[config.mk]
export PLATFORM = sky130hd
export DESIGN_NAME = data_mem_responder
export DESIGN_NICKNAME = d
export VERILOG_FILES = /design/src/rtl/data_mem_responder_pkg.sv /design/src/rtl/data_mem_responder_align.sv /design/src/rtl/data_mem_responder.sv
export SDC_FILE = /design/constraint.sdc
export NUM_CORES = 2
export LEC_CHECK = 0
export ABC_AREA = 1
export BUFFER_PORTS_ARGS = -buffer_cell sky130_fd_sc_hd__buf_2
export CELL_PAD_IN_SITES_DETAIL_PLACEMENT = 1
export CELL_PAD_IN_SITES_GLOBAL_PLACEMENT = 1
export CORE_ASPECT_RATIO = 1.75
export CORE_UTILIZATION = 56
export DETAILED_ROUTE_END_ITERATION = 8
export GPL_ROUTABILITY_DRIVEN = 1
export PLACE_DENSITY_LB_ADDON = 0.1
export SLEW_MARGIN = 5
export SYNTH_ARGS = -nofsm -noshare
export SYNTH_HDL_FRONTEND = slang
export SYNTH_SLANG_ARGS = --single-unit
[constraint.sdc]
create_clock -name clk -period 16.1 [get_ports clk]
set_input_delay 0 -clock clk [delete_from_list [all_inputs] [get_ports clk]]
set_output_delay 0 -clock clk [all_outputs]
set_load 0.02 [all_outputs]
[src/rtl/data_mem_responder_pkg.sv]
// Shared definitions for the data-memory responder: RV32I access width codes,
// FSM state encoding and the captured request record.
package Mem_Access_PKG;

  localparam logic [2:0] F3_LB  = 3'b000;
  localparam logic [2:0] F3_LH  = 3'b001;
  localparam logic [2:0] F3_LW  = 3'b010;
  localparam logic [2:0] F3_LBU = 3'b100;
  localparam logic [2:0] F3_LHU = 3'b101;
  localparam logic [2:0] F3_SB  = 3'b000;
  localparam logic [2:0] F3_SH  = 3'b001;
  localparam logic [2:0] F3_SW  = 3'b010;

  localparam int REQ_ADDR_W = 32;
  localparam int REQ_DATA_W = 32;

  typedef enum logic [1:0] {
    IDLE,
    WAIT,
    RESP
  } state_t;

  typedef struct packed {
    logic                  we;
    logic [REQ_ADDR_W-1:0] addr;
    logic [REQ_DATA_W-1:0] wdata;
    logic [2:0]            funct3;
  } mem_req_t;

endpackage

[src/rtl/data_mem_responder_align.sv]
// Combinational lane logic: store byte enables / lane replication, access error
// detection, and load-result extraction with sign or zero extension.
module load_store_align
  import Mem_Access_PKG::*;
(
  input  logic [1:0]  addr_lo,
  input  logic [2:0]  funct3,
  input  logic        we,
  input  logic [31:0] wdata,
  input  logic [31:0] rword,
  output logic [3:0]  byte_en,
  output logic [31:0] wdata_lane,
  output logic [31:0] rdata_ext,
  output logic        err
);

  logic               code_ok;
  logic               aligned;
  logic [31:0]        rshift;
  logic signed [7:0]  rbyte_s;
  logic signed [15:0] rhalf_s;

  // funct3[1:0] encodes access width for every legal load and store code
  always_comb begin
    code_ok = (funct3 == F3_LB) || (funct3 == F3_LH) || (funct3 == F3_LW) ||
              (!we && ((funct3 == F3_LBU) || (funct3 == F3_LHU)));
    case (funct3[1:0])
      2'b01:   aligned = !addr_lo[0];
      2'b10:   aligned = (addr_lo == 2'b00);
      default: aligned = 1'b1;
    endcase
    err = !code_ok || !aligned;
  end

  always_comb begin
    byte_en    = 4'b0000;
    wdata_lane = wdata;
    case (funct3[1:0])
      2'b00: begin
        byte_en    = 4'b0001 << addr_lo;
        wdata_lane = {4{wdata[7:0]}};
      end
      2'b01: begin
        byte_en    = addr_lo[1] ? 4'b1100 : 4'b0011;
        wdata_lane = {2{wdata[15:0]}};
      end
      default: byte_en = 4'b1111;
    endcase
    if (!we || err) byte_en = 4'b0000;
  end

  always_comb begin
    rshift    = rword >> {addr_lo, 3'b000};
    rbyte_s   = rshift[7:0];
    rhalf_s   = rshift[15:0];
    rdata_ext = 32'h0;
    if (!we && !err) begin
      case (funct3)
        F3_LB:   rdata_ext = {{24{rbyte_s[7]}}, rbyte_s};
        F3_LH:   rdata_ext = {{16{rhalf_s[15]}}, rhalf_s};
        F3_LW:   rdata_ext = rshift;
        F3_LBU:  rdata_ext = {24'h0, rshift[7:0]};
        F3_LHU:  rdata_ext = {16'h0, rshift[15:0]};
        default: rdata_ext = 32'h0;
      endcase
    end
  end

endmodule

[src/rtl/data_mem_responder.sv]
// Fixed-latency byte-addressable data memory with valid/ready request and
// response channels; one access in flight, committed on the WAIT->RESP edge.
module data_mem_responder
  import Mem_Access_PKG::*;
#(
  parameter int DM_ADDRESS = 9,
  parameter int DATA_W     = 32,
  parameter int LATENCY    = 2
) (
  input  logic                  clk,
  input  logic                  reset,
  input  logic                  req_valid,
  output logic                  req_ready,
  input  logic                  req_we,
  input  logic [DM_ADDRESS-1:0] req_addr,
  input  logic [DATA_W-1:0]     req_wdata,
  input  logic [2:0]            req_funct3,
  output logic                  rsp_valid,
  input  logic                  rsp_ready,
  output logic [DATA_W-1:0]     rsp_rdata,
  output logic                  rsp_err
);

  localparam int WORDS = 2 ** (DM_ADDRESS - 2);

  state_t              state, state_next;
  logic [3:0]          cnt, cnt_next;
  logic                accept, commit, rsp_done;
  mem_req_t            req_q;
  logic [31:0]         mem [WORDS];
  logic [DM_ADDRESS-3:0] word_idx;
  logic [31:0]         rword;
  logic [3:0]          byte_en;
  logic [31:0]         wdata_lane;
  logic [31:0]         rdata_ext;
  logic                access_err;
  logic [DATA_W-1:0]   rdata_q;
  logic                err_q;
  logic                unused_addr_bits;

  assign word_idx         = req_q.addr[DM_ADDRESS-1:2];
  assign rword            = mem[word_idx];
  assign unused_addr_bits = ^req_q.addr[REQ_ADDR_W-1:DM_ADDRESS];

  load_store_align u_align (
    .addr_lo    (req_q.addr[1:0]),
    .funct3     (req_q.funct3),
    .we         (req_q.we),
    .wdata      (req_q.wdata),
    .rword      (rword),
    .byte_en    (byte_en),
    .wdata_lane (wdata_lane),
    .rdata_ext  (rdata_ext),
    .err        (access_err)
  );

  always_comb begin
    state_next = state;
    cnt_next   = cnt;
    accept     = 1'b0;
    commit     = 1'b0;
    rsp_done   = 1'b0;
    req_ready  = (state == IDLE) && !reset;
    rsp_valid  = (state == RESP);
    case (state)
      IDLE: begin
        if (req_valid && req_ready) begin
          accept     = 1'b1;
          state_next = WAIT;
          cnt_next   = 4'(LATENCY - 1);
        end
      end
      WAIT: begin
        if (cnt == 4'd0) begin
          commit     = 1'b1;
          state_next = RESP;
        end else begin
          cnt_next = cnt - 4'd1;
        end
      end
      RESP: begin
        if (rsp_ready) begin
          rsp_done   = 1'b1;
          state_next = IDLE;
        end
      end
      default: state_next = IDLE;
    endcase
  end

  always_ff @(posedge clk) begin
    if (reset) begin
      state   <= IDLE;
      cnt     <= 4'd0;
      rdata_q <= '0;
      err_q   <= 1'b0;
    end else begin
      state <= state_next;
      cnt   <= cnt_next;
      if (commit) begin
        rdata_q <= DATA_W'(rdata_ext);
        err_q   <= access_err;
      end else if (rsp_done) begin
        rdata_q <= '0;
        err_q   <= 1'b0;
      end
    end
  end

  // Request fields are ignored outside IDLE; they are only sampled here.
  always_ff @(posedge clk) begin
    if (accept && !reset) begin
      req_q.we     <= req_we;
      req_q.addr   <= REQ_ADDR_W'(req_addr);
      req_q.wdata  <= REQ_DATA_W'(req_wdata);
      req_q.funct3 <= req_funct3;
    end
  end

  // Storage has no reset so its contents survive a reset pulse.
  always_ff @(posedge clk) begin
    if (commit && !reset) begin
      for (int b = 0; b < 4; b++) begin
        if (byte_en[b]) mem[word_idx][8*b +: 8] <= wdata_lane[8*b +: 8];
      end
    end
  end

  assign rsp_rdata = rdata_q;
  assign rsp_err   = err_q;

endmodule

==> Yosys cells after proc, flatten, opt, wreduce, memory -nomap -nowiden <==
Memories as Yosys holds them, arrays and structs flattened. A register that Yosys moved wholly into a read port is not among the register bits.
Cells that the tools add are included.
{ "op_classes": {"reduce_logical": 27, "shifts": 2, "order_cmp": 0, "n_addsub": 1, "div_mod_pow": 0, "bitwise_logic": 0, "n_mux": 37, "n_eq_ne": 12, "multipliers": 0} }
{ "ops": {"columns": ["op", "count"], "rows": [
  ["case mux 32 bit (5 select lines)", 1],
  ["two-way mux 32 bit", 3],
  ["case mux 32 bit (2 select lines)", 1],
  [">> shifter 32 x 5 -> 32 bit", 1],
  ["two-way mux 1 bit", 20],
  ["two-way mux 4 bit", 4],
  ["case mux 4 bit (2 select lines)", 2],
  ["two-way mux 7 bit", 1],
  ["equality test 3 bit, second input constant", 2],
  ["logical AND 1 bit", 6],
  ["logical NOT 1 bit", 6],
  ["logical NOT 2 bit", 3],
  ["logical OR 1 bit", 6],
  ["two-way mux 2 bit", 3],
  ["case mux 2 bit (3 select lines)", 1],
  ["AND reduction 3 bit", 2],
  ["equality test 2 x 1 -> 1 bit, second input constant", 2],
  ["equality test 2 bit, second input constant", 2],
  ["logical NOT 4 bit", 1],
  ["!= test 2 x 1 -> 1 bit, second input constant", 2],
  ["!= test 2 bit, second input constant", 2],
  ["nonzero test 2 bit", 2],
  ["left shift 1 x 2 -> 4 bit, first input constant", 1],
  ["subtractor 4 x 1 -> 4 bit, second input constant", 1],
  ["other kinds (4)", 4]
]} }
{ "totals": {"ram_bits": 4096, "inputBits": 49, "out_inout_bits": 35, "register_bits": 84, "latchBits": 0, "rom_bits": 0, "n_memories": 1} }
{ "mem_list": {"columns": ["name", "words", "width", "rd", "rd_clocked_by_memory_dff", "wr", "line_no", "source"], "rows": [
  ["mem", 128, 32, 1, 1, 1, "data_mem_responder.sv:30", "logic [31:0] mem [WORDS];"]
]} }

==> Depth between registers and ports, before layout <==
{ "depth": {"word_depth": 11, "depth_mapped": 20, "ltp_nobuf": 15} }

==> Modules after synthesis <==
Synthesis repeated with hierarchy kept, for this count alone.
{ "unflattened": {"hier_cells": 14439, "area_unflattened_um2": 171440.7} }
{ "modules_own_cells": {"columns": ["mod", "cells_each", "area_each_um2", "instances"], "rows": [
  ["data_mem_responder", 14098, 169775.3, 1],
  ["load_store_align", 341, 1665.3, 1]
]} }

==> Worst setup path before layout <==
No wires, ideal clock.
{ "synth_timing": {"path_type": "register to register", "start": "register, netlist name req_q[8]", "end": "memory mem[0][21], data pin", "arrival_ns": 7.023, "stages_incl_launch_ff": 3, "period_less_slack_ns": 8.221, "setup_ns": 1.198, "path_buffers": 0, "path_slack_ns": 7.879, "path_cell_list": "edfxtp_1 > inv_1 > o21ai_0"} }
{ "synth_via": {"elab_chain_len": 1} }
{ "synth_lines": {"columns": ["element", "line_no", "source"], "rows": [
  ["case mux 32 bit (2 select lines)", "data_mem_responder_align.sv:38", "case (funct3[1:0])"],
  ["net u_align.wdata_lane[21]", "data_mem_responder_align.sv:12", "output logic [31:0] wdata_lane,"],
  ["to (decl)", "data_mem_responder.sv:30", null]
]} }
The timed path passes the listed nets, and every way through them passes these cells.

==> summary.md <==
| Metric | Value |
|---|---|
| Status | completed |
| WP data required | 16.94 ns |
| Total global-route track usage | 37.2% |
| Pins Over Slew Limit | 0 |
| Top achievable clock speed | 143 MHz |
| Starting density of the core | 56.4% |
| WL final | 570000 µm |
| Final hold slack | 0.122 ns |
| Fin worst setup slack | 9.11 ns |
| Yosys top cell area share | 73.5% |
| Worst vdd ir | 0.109 mV |
| Nets | 13.8k |
| Worst Path Arrival | 7.84 ns |
| Synth Instances | 14.0k |
| Async S/R FF share, synth | 0% |
| Port Buffer Count | 83 |
| Num CTS Buffers | 369 |
| Static leakage | 61.4 nW |
| Worst-skew pair later-pin latency | 0.95 ns |
| Fill cells | 29.5k |
| MaxCap Viol Count | 0 |
| Clock tree buffer depth | 4 |
| Antenna-violating nets left | 0 |
| DP HPWL | 352000 µm |
| Reg2reg setup slack | 9.11 ns |
| Vias per cell | 6.48 |
| DRT Pass-1 Iters | 6 |
| Post-place setup slack | 9.49 ns |
| Antenna violations before repair | 27 |
| Seq/Total Area, Yosys | 74.0% |
| Number of remaining DRC errors | 0 |
| Die height | 729 µm |
| DRT iter0 DRCs | 12.9k |
| Via count | 117k |
| Hold WC Path Type | input pin to register |
| Core Box Area | 300000 µm² |
| Synth area leaders | edfxtp_1 (74%), nand3_1 (8.1%), nand2_1 (6.8%) |
| Cts repair resizes | 0 |
| Post-CTS Repair Setup Buffers | 0 |
| Reg area | 125000 µm² |
| Clock transition at path regs | 0.07 ns |
| Maximum fanout along the worst path | 192 |
| Share of layout cells above drive strength 1 | 6.01% |
| EDFF count, synth | 4141 |
| Total negative slack | 0 ns |
| Grt total ovfl | 0 |
| CTS tree | yes |
| Post-synth cell types | 27 |
| #FFs+latches synth | 4187 |
| Clock Root Buffer | clkbuf_16 |
| Max-slew headroom | 13.4% |
| Clock Skew | 0.0421 ns |
| Clk sinks | 4187 |
| Part of the cycle the worst path needs | 43.4% |
| PD cells | 127 nW/µm² |
| Die area | 304000 µm² |
| Post-synth top flop | edfxtp_1 |
| Area grow syn2layout | 9.18% |
| Biggest area consumer among synthesized cells | edfxtp_1 |
| # setup viols final | 0 |
| Mapped Nets | 14.0k |
| First-pass GRT wire length | 822000 µm |
| Worst slew pin tran | 1.29 ns |
| Htree depth | 5 |
| Warnings from Yosys | 0 |
| Rows | 266 |
| Multi-input gate area | 39100 µm² |
| Crit path kind | register to register |
| WL per Instance | 31.6 µm |
| Post-Syn Area per Cell | 12.1 µm² |
| Final hold viol count | 0 |
| Worst setup EP type | register |
| Min Tclk post-route | 6.99 ns |
| Die extent in x | 417 µm |
| Largest net degree at the start of global routing | 208 |
| Post-Syn Area | 169000 µm² |
| RSZ-0062 raised after global routing | no |
| Startpoint Class | register |
| Vias in the first global route | 123k |
| RD Place Congestion | 0.970 |
| I/O pin count | 84 |
[power by group]
group / internal (W) / switching, W
Combinational: 0.000517 / 0.00184
Clock: 0.00503 / 0.00403
Sequential: 0.0120 / 0.0000315
Total: 0.0176 / 0.00591
[layout make-up]
| type | count | area share (%) |
|---|---|---|
| antenna | 13 | 0.0176 |
| clock buffer | 444 | 5.31 |
| clock inverter | 223 | 1.18 |
| inverter | 61 | 0.153 |
| multi-input combinational | 8734 | 21.1 |
| sequential | 4187 | 67.8 |
| tap | 4020 | 2.72 |
| timing repair buffer | 362 | 1.64 |
[flip-flops by register name, summed over array words and instances (netlist names), named ones only]
name,cells
rsp_rdata,32
mem,4096
state,2
rsp_err,1
req_q,45
cnt,4
[synth_stat cells, types with 2 or more instances]
master and count:
ha_1 5, clkbuf_1 370, buf_4 153, a21oi_1 50
o21ai_1 6, o21ai_0 935, dfxtp_1 46, buf_2 285
nor3_1 14, clkinv_1 2, o22ai_1 460, edfxtp_1 4141
nand3_1 2752, buf_1 140, inv_1 54, nor2_1 1442
nand3_2 2, buf_8 3, inv_2 4, nand2_1 3063
buf_6 37
[metrics by stage]
step	cells	power, W	cell area, µm²	util, %
2_1_floorplan	14000	0.0137	169000	-
3_3_place_gp	17300	0.0145	172000	57.2
3_5_place_dp	17300	0.0146	172000	57.2
4_1_cts	18000	0.0235	185000	61.5
5_1_grt	18000	0.0240	185000	61.5
6_report	18000	0.0235	185000	61.5
[cell families (layout without fill, tap and decap cells)]
| kind of cell | count (synthesis) | in the layout | share of synthesized area [%] |
|---|---|---|---|
| AOI/OAI and AO/OA | 1454 | 1454 | 4.65 |
| adders and majority gates | 5 | 5 | 0.0370 |
| buffers and inverters | 1049 | 1090 | 3.06 |
| DFF | 4187 | 4187 | 74.0 |
| other | 0 | 13 | 0 |
| and+or+nand+nor | 7275 | 7275 | 18.2 |
[path summary, 6_finish.rpt]
check	end	start	depth (start not counted)
hold reg to reg	rsp_rdata[17]	rsp_rdata[17]	2
setup / recovery	rsp_rdata[28]	register	19
setup reg to reg	rsp_rdata[28]	register	19
hold / removal	register	req_addr[2]	4
[layout by cell type, fill, tap and decap left out, drive strengths merged]
cell,synthesis,routed
clkbuf,370,444
and2,1,1
inv,59,66
nor2,1442,1442
buf,618,266
clkinvlp,0,17
dlygate4sd3,0,96
nor4,1,1
edfxtp,4141,4141
clkinv,2,158
o21a,1,1
a21o,1,1
nand3,2754,2754
o22ai,460,460
nor3,14,14
ha,5,5
diode,0,13
o21ai,941,941
bufinv,0,43
dfxtp,46,46
a21oi,50,50
nand2,3063,3063
a2111oi,1,1
[per-layer routing]
metal | wire (µm) | part of all wire (%) | vias up | track usage (%)
li1 | - | - | 49700 | -
met1 | 195000 | 34 | 59900 | 42.5
met2 | 281000 | 49 | 5522 | 62.2
met3 | 42900 | 7.5 | 1685 | 6.36
met4 | 51000 | 9.0 | 10 | 28.9
met5 | 60 | 0.011 | - | 0
[repair_timing]
| action | CTS | global route |
|---|---|---|
| hold buffers | 96 | 0 |
| endpoints found under the hold margin | 113 | 0 |
| endpoints found under the setup margin | 0 | 0 |
[critical path, cell delays in order, from the launching register on]
cell       delay (ns)
dfxtp_4          0.51
clkinv_16        0.40
buf_12           0.50
buf_4            0.70
buf_4            0.74
buf_4            0.74
nand2_1          0.15
nand3_1          0.12
nand3_1          0.09
nand3_1          0.12
nand3_1          0.19
nand3_1          0.44
nand3_1          0.33
nand3_1          0.22
nand2_1          0.08
nand2_1          0.12
nand3_2          0.44
nand3_1          0.25
nand2_1          0.07
a21oi_1          0.12
Note: power is estimated with default switching activity, not from simulation.
